--- src/rtl/cpu_core_p.sv ---
// cpu_core_p: parametrised multi-cycle register CPU; sync ROM fetch, req/ack data RAM, stack in RAM.
module cpu_core_p #(
  parameter int DATA_W  = 16,
  parameter int IADDR_W = 16,
  parameter int DADDR_W = 16,
  parameter int NREGS   = 8,
  parameter int BP_IDX  = 2,
  parameter int SP_IDX  = 3,
  parameter logic [DATA_W-1:0] SP_INIT = '0
) (
  input  logic               clock,
  input  logic               reset,
  output logic [IADDR_W-1:0] imem_addr,
  input  logic [15:0]        imem_rdata,
  output logic               dmem_req,
  output logic               dmem_we,
  output logic [DADDR_W-1:0] dmem_addr,
  output logic [DATA_W-1:0]  dmem_wdata,
  input  logic [DATA_W-1:0]  dmem_rdata,
  input  logic               dmem_ack,
  output logic               halted,
  output logic [IADDR_W-1:0] o_ip,
  output logic [2:0]         o_state,
  output logic [1:0]         o_flags
);
  localparam int SW = $clog2(DATA_W);
  localparam logic [4:0] OP_LD = 5'd1, OP_LN = 5'd2, OP_CP = 5'd3, OP_ST = 5'd4, OP_SHL = 5'd5,
                         OP_ADD = 5'd6, OP_SUB = 5'd7, OP_JMP = 5'd8, OP_JZ = 5'd9, OP_PUSH = 5'd10,
                         OP_POP = 5'd11, OP_HLT = 5'd12, OP_LNH = 5'd13;
  typedef enum logic [2:0] {FETCH = 3'd0, DECODE = 3'd1, EXEC = 3'd2, MEM = 3'd3, HALT = 3'd4} state_t;
  state_t state, nxt;
  logic [15:0] ir;
  logic [IADDR_W-1:0] ip, jt;
  // Eight slots always exist; slots at or above NREGS are never written, so they read as 0.
  logic [DATA_W-1:0] r [8];
  logic c, z;
  logic [4:0] op;
  logic [2:0] rd;
  logic [DATA_W-1:0] rdv, src, sp, maddr, wval;
  logic [DATA_W:0] alu;
  logic is_mem, is_alu, wen, done;
  assign imem_addr = ip;
  assign o_ip = ip;
  assign halted = state == HALT;
  assign o_state = state;
  assign o_flags = {c, z};
  always_comb begin
    op = ir[15:11];
    rd = ir[10:8];
    rdv = r[rd];
    src = ir[7] ? DATA_W'(ir[6:0]) : r[ir[2:0]];
    sp = r[SP_IDX];
    jt = IADDR_W'(ir[10:0]);
    is_mem = op inside {OP_LD, OP_ST, OP_PUSH, OP_POP};
    is_alu = op inside {OP_SHL, OP_ADD, OP_SUB};
    // The extra top bit is carry for ADD, borrow for SUB, and the last bit shifted out for SHL.
    alu = op == OP_ADD ? {1'b0, rdv} + {1'b0, src}
        : op == OP_SUB ? {1'b0, rdv} - {1'b0, src}
        : {1'b0, rdv} << src[SW-1:0];
    maddr = op == OP_PUSH ? sp - DATA_W'(1) : op == OP_POP ? sp : r[BP_IDX] + DATA_W'(ir[7:0]);
    done = state == MEM && dmem_ack;
    wen = (state == EXEC && (op inside {OP_LN, OP_LNH, OP_CP} || is_alu)) ||
          (done && (op == OP_LD || op == OP_POP));
    wval = done ? dmem_rdata
         : op == OP_LN ? {rdv[DATA_W-1:8], ir[7:0]}
         : op == OP_LNH ? DATA_W'({ir[7:0], rdv[7:0]})
         : op == OP_CP ? src
         : alu[DATA_W-1:0];
  end
  always_comb begin
    nxt = state;
    case (state)
      FETCH:   nxt = DECODE;
      DECODE:  nxt = EXEC;
      EXEC:    nxt = is_mem ? MEM : op == OP_HLT ? HALT : FETCH;
      MEM:     nxt = dmem_ack ? FETCH : MEM;
      default: nxt = HALT;
    endcase
  end
  always_ff @(posedge clock or negedge reset)
    if (!reset) state <= FETCH;
    else state <= nxt;
  always_ff @(posedge clock or negedge reset) begin
    if (!reset) begin
      ip <= '0;
      ir <= '0;
      c <= 1'b0;
      z <= 1'b0;
      dmem_req <= 1'b0;
      dmem_we <= 1'b0;
      dmem_addr <= '0;
      dmem_wdata <= '0;
      for (int i = 0; i < 8; i++) r[i] <= i == SP_IDX ? SP_INIT : '0;
    end else begin
      if (state == DECODE) ir <= imem_rdata;
      if (state == EXEC) begin
        ip <= op == OP_HLT ? ip : (op == OP_JMP || (op == OP_JZ && z)) ? jt : ip + IADDR_W'(1);
        if (is_alu) begin
          c <= alu[DATA_W];
          z <= alu[DATA_W-1:0] == '0;
        end
        if (is_mem) begin
          dmem_req <= 1'b1;
          dmem_we <= op == OP_ST || op == OP_PUSH;
          dmem_addr <= DADDR_W'(maddr);
          dmem_wdata <= rdv;
        end
      end
      if (done) begin
        dmem_req <= 1'b0;
        if (op == OP_PUSH) r[SP_IDX] <= sp - DATA_W'(1);
        if (op == OP_POP) r[SP_IDX] <= sp + DATA_W'(1);
      end
      // Placed last so a POP into the stack pointer keeps the popped value.
      if (wen && 32'(rd) < NREGS) r[rd] <= wval;
    end
  end
endmodule

--- config.mk ---
export PLATFORM = sky130hd
export DESIGN_NAME = cpu_core_p
export DESIGN_NICKNAME = d
export VERILOG_FILES = /design/src/rtl/cpu_core_p.sv
export SDC_FILE = /design/constraint.sdc
export NUM_CORES = 1
export LEC_CHECK = 0
export BUFFER_PORTS_ARGS = -buffer_cell sky130_fd_sc_hd__buf_2
export CAP_MARGIN = 20
export CORE_MARGIN = 1.5
export CORE_UTILIZATION = 35
export DETAILED_ROUTE_END_ITERATION = 10
export PLACE_DENSITY = 0.57
export REMOVE_ABC_BUFFERS = 1
export SYNTH_ARGS = -nofsm -noshare
export SYNTH_HDL_FRONTEND = slang
export SYNTH_SLANG_ARGS = --single-unit
--- constraint.sdc ---
create_clock -name clock -period 4.3 [get_ports clock]
set_input_delay 0.43 -clock clock [delete_from_list [all_inputs] [get_ports clock]]
set_output_delay 0.43 -clock clock [all_outputs]
set_load 0.05 [all_outputs]
==> qor.csv <==
stage;metric;value;unit
clock_tree;clock_path_buffers;2;
timing;setup_viol;9;
flow_run;drv_cap;0;
die;initial_core_util;0.3571;
timing;holdWs;36.13;ps
run_status;status;complete, but fails checks;
synth;synth_edf_count;0;
setup_path;critPathMaxFanout;8;
setup_path;cp-startpoint;ir[0];
setup_path;rr_worst_depth;21;
drt;drtIter0Drc;1474;
setup_path;endpoint_kind;flop;
synth;synth_xor_area_frac;0.03169;
drt;wl_per_cell;23.27;µm
setup_path;rrSetupSlack;-50;ps
drt;vias;14700;
setup_path;arrival;4670;ps
synth;synthDistinctLibCells;92;
global_route;grt_max_degree;103;
die;coreArea;0.04102;mm²
layout;syn2layout_area_growth;25.86;%
clock_tree;clkLatencyLatePin;470;ps
synth;synth_area;0.01465;mm²
place;globalplace.congestion;0.9784;
global_route;grt_pass1_vias;14100;
die;num_io_pins;107;
setup_path;endpoint;r[44];
layout;nets;2040;
global_route;grt_use_total;0.2678;
setup_path;worstPathRequired;4620;ps
timing;worst_pin_slew;917.9;ps
synth;synth.avg_cell_area;8.621;µm²
setup_path;worstSetupPathType;flop to flop;
clock_tree;path_clk_slew;80;ps
layout;nFillCells;4029;
layout;antenna_cells;0;
synth;synth_compound_area_frac;0.2172;
setup_path;critPathLaunchType;flop;
clock_tree;cts_inserted_buffers;17;
timing;layout_min_cycle_time;4347;ps
synth;synthCells;1699;
layout;regArea;0.004989;mm²
die;die_x;207.6;µm
drt;wl;58.20;mm
timing;slew_viol_final;0;
clock_tree;clock_tree.root_cell;clkbuf_16;
place;numPortBuffers;106;
drt;drc_errors;0;
timing;fin_ws;-47.00;ps
global_route;grt_overflow;0;
synth;synth_top_family_by_area;compound AO/OA/AOI/OAI gates;
timing;fmax;0.2300;GHz
setup_path;path_cells;buf_6, clkbuf_16, buf_12, buf_12, mux4_2, mux2i_1, nor2_1, inv_1, ha_1, and3_1, a21oi_1, nand2_1, buf_4, or4_1, and3_4, o32ai_4, buf_6, o21ai_2, o21ai_1, buf_4, o21ai_0;
clock_tree;cts.sinks;199;
clock_tree;tritoncts;yes;
run_status;failed_checks;negative setup slack;
synth;ys.warnings.count;0;
synth;ys_seq_area_frac;0.3400;
die;die_h;207.6;µm
timing;hold_viol;0;
drt;vias_per_cell;5.878;
timing;rsz0062_at_grt;yes;
timing;setup_tns;-357.9;ps
synth;yosys.area_share.adder;0.04339;
global_route;grt_antenna_before_repair;0;
synth;synthSimpleGateAreaFrac;0.1792;
setup_path;slowest_stage;mux4_2;
timing;period_share;1.011;
place;place_hpwl;44.04;mm
timing;slew_headroom;0.3881;
global_route;grt_pass1_wl;87.64;mm
drt;drtAntennaViolNets;0;
synth;synthFlopType;dfrtp_1;
clock_tree;cts-htree-levels;4;
timing;skew;18.42;ps
synth;synth-async-reset-ratio;1.000;
die;fp-row-count;74;
synth;synthMuxAreaShare;0.1282;
die;die_area;0.04309;mm²
layout;multi_input_area;0.009225;mm²
layout;layout-drive-gt1-share;0.3037;
synth;synth-seq-cells;199;
hold_path;min_path_type;primary input to async pin;
drt;dr.pass1.iters;6;
setup_path;r2r-end;r[44];
setup_path;r2r_start;ir[0];
setup_path;slowest_delay;490;ps
==> cell usage after synthesis (16+ instances only) <==
cell,number,area share
a211oi_1,19,0.0097
clkbuf_1,84,0.022
a31oi_1,24,0.010
buf_4,23,0.012
o21ai_0,199,0.068
nor3_1,31,0.011
mux4_2,42,0.065
buf_2,20,0.0068
xor2_1,20,0.012
nand2_1,246,0.063
nand4_1,16,0.0068
mux2i_1,41,0.028
and3_1,18,0.0077
nor2_1,124,0.032
dfrtp_1,199,0.34
nand3_1,41,0.014
ha_1,46,0.039
inv_1,56,0.014
mux2_2,33,0.025
a21oi_1,105,0.036
xnor2_1,33,0.020
==> kinds of logic after synthesis <==
logic type               after synthesis
adder cells (fa/ha/maj)               49
flip-flops                           199
multiplexers                         123
AND/OR/NAND/NOR                      571
XOR/XNOR                              53
buffers and inverters                197
AO/OA/AOI/OAI                        507
==> worst max-delay path: cells and delay by family, from the launching register on <==
family,cells,cell delay (ps)
AO/OA/AOI/OAI,5,710
buffers and inverters,8,1090
adder cells (fa/ha/maj),1,260
flip-flops,1,400
multiplexers,2,670
AND/OR/NAND/NOR,5,1060
==> per-layer routing <==
layer | GRT usage | vias to the layer above | part of all wire | wire length (µm)
met5 | 0 | - | 0 | 0
met4 | 0.1065 | 0 | 0.035 | 2016
met3 | 0.06717 | 128 | 0.094 | 5467
met2 | 0.4080 | 741 | 0.44 | 25820
met1 | 0.3638 | 7168 | 0.43 | 24900
li1 | - | 6663 | - | -
==> timing repair <==
item,4_1_cts,5_1_grt
pin swaps,4,22
hold buffers,0,0
buffers inserted,13,7
cloned,0,1
setup endpoints to repair,68,97
resized for setup,33,70
==> cells in the final DEF, fill, tap and decap left out, types with 17 or more instances in the layout <==
cell type and count:
buf_4 246, nand2_1 245, dfrtp_1 192, o21ai_0 191
nor2_1 120, buf_2 105, a21oi_1 91, inv_1 54
mux4_2 42, ha_1 40, mux2i_1 38, nand3_1 38
mux2_2 33, xnor2_1 33, nor3_1 29, a31oi_1 23
xor2_1 20, clkbuf_16 18, and3_1 17, a211oi_1 17
==> final cells by class <==
| class | instances | share of cell area |
|---|---|---|
| Timing Repair Buffer | 374 | 0.1474 |
| Sequential cell | 199 | 0.2706 |
| Tap cell | 532 | 0.03610 |
| Multi-Input combinational cell | 1303 | 0.5004 |
| Inverter | 61 | 0.01256 |
| Clock inverter | 13 | 0.008415 |
| Clock buffer | 19 | 0.02457 |
==> stage by stage <==
step	cell area (µm²)	setup slack (ps)	cells	utilization
after detailed placement	17150	-338.9	2448	0.4182
after global placement	17140	-295.5	2447	0.4179
final	18440	-47.00	2501	0.4495
after global routing	18440	-241.8	2501	0.4495
after CTS	18010	-23.40	2493	0.4391
after floorplan	14000	-1147	1563	-
==> state kept, by name, summed over array words and instances, names as in the netlist <==
name / count
c: 1
dmem_addr: 16
dmem_req: 1
dmem_wdata: 16
dmem_we: 1
imem_addr: 16
ir: 16
o_state: 3
r: 112
sp: 16
z: 1
==> worst min-delay path by stage <==
stage	startpoint	end	slack, ps	cells past startpoint
2_1_floorplan	reset	c	130	0
3_3_place_gp	dmem_addr[14]	dmem_addr[14]	450	2
3_5_place_dp	dmem_addr[14]	dmem_addr[14]	460	2
4_1_cts	reset	imem_addr[15]	100	1
5_1_grt	reset	imem_addr[15]	140	1
6_report	reset	imem_addr[12]	40	1
Power is not shown: default switching activity piles up to over one toggle a cycle in this logic, so the estimate is an artifact.
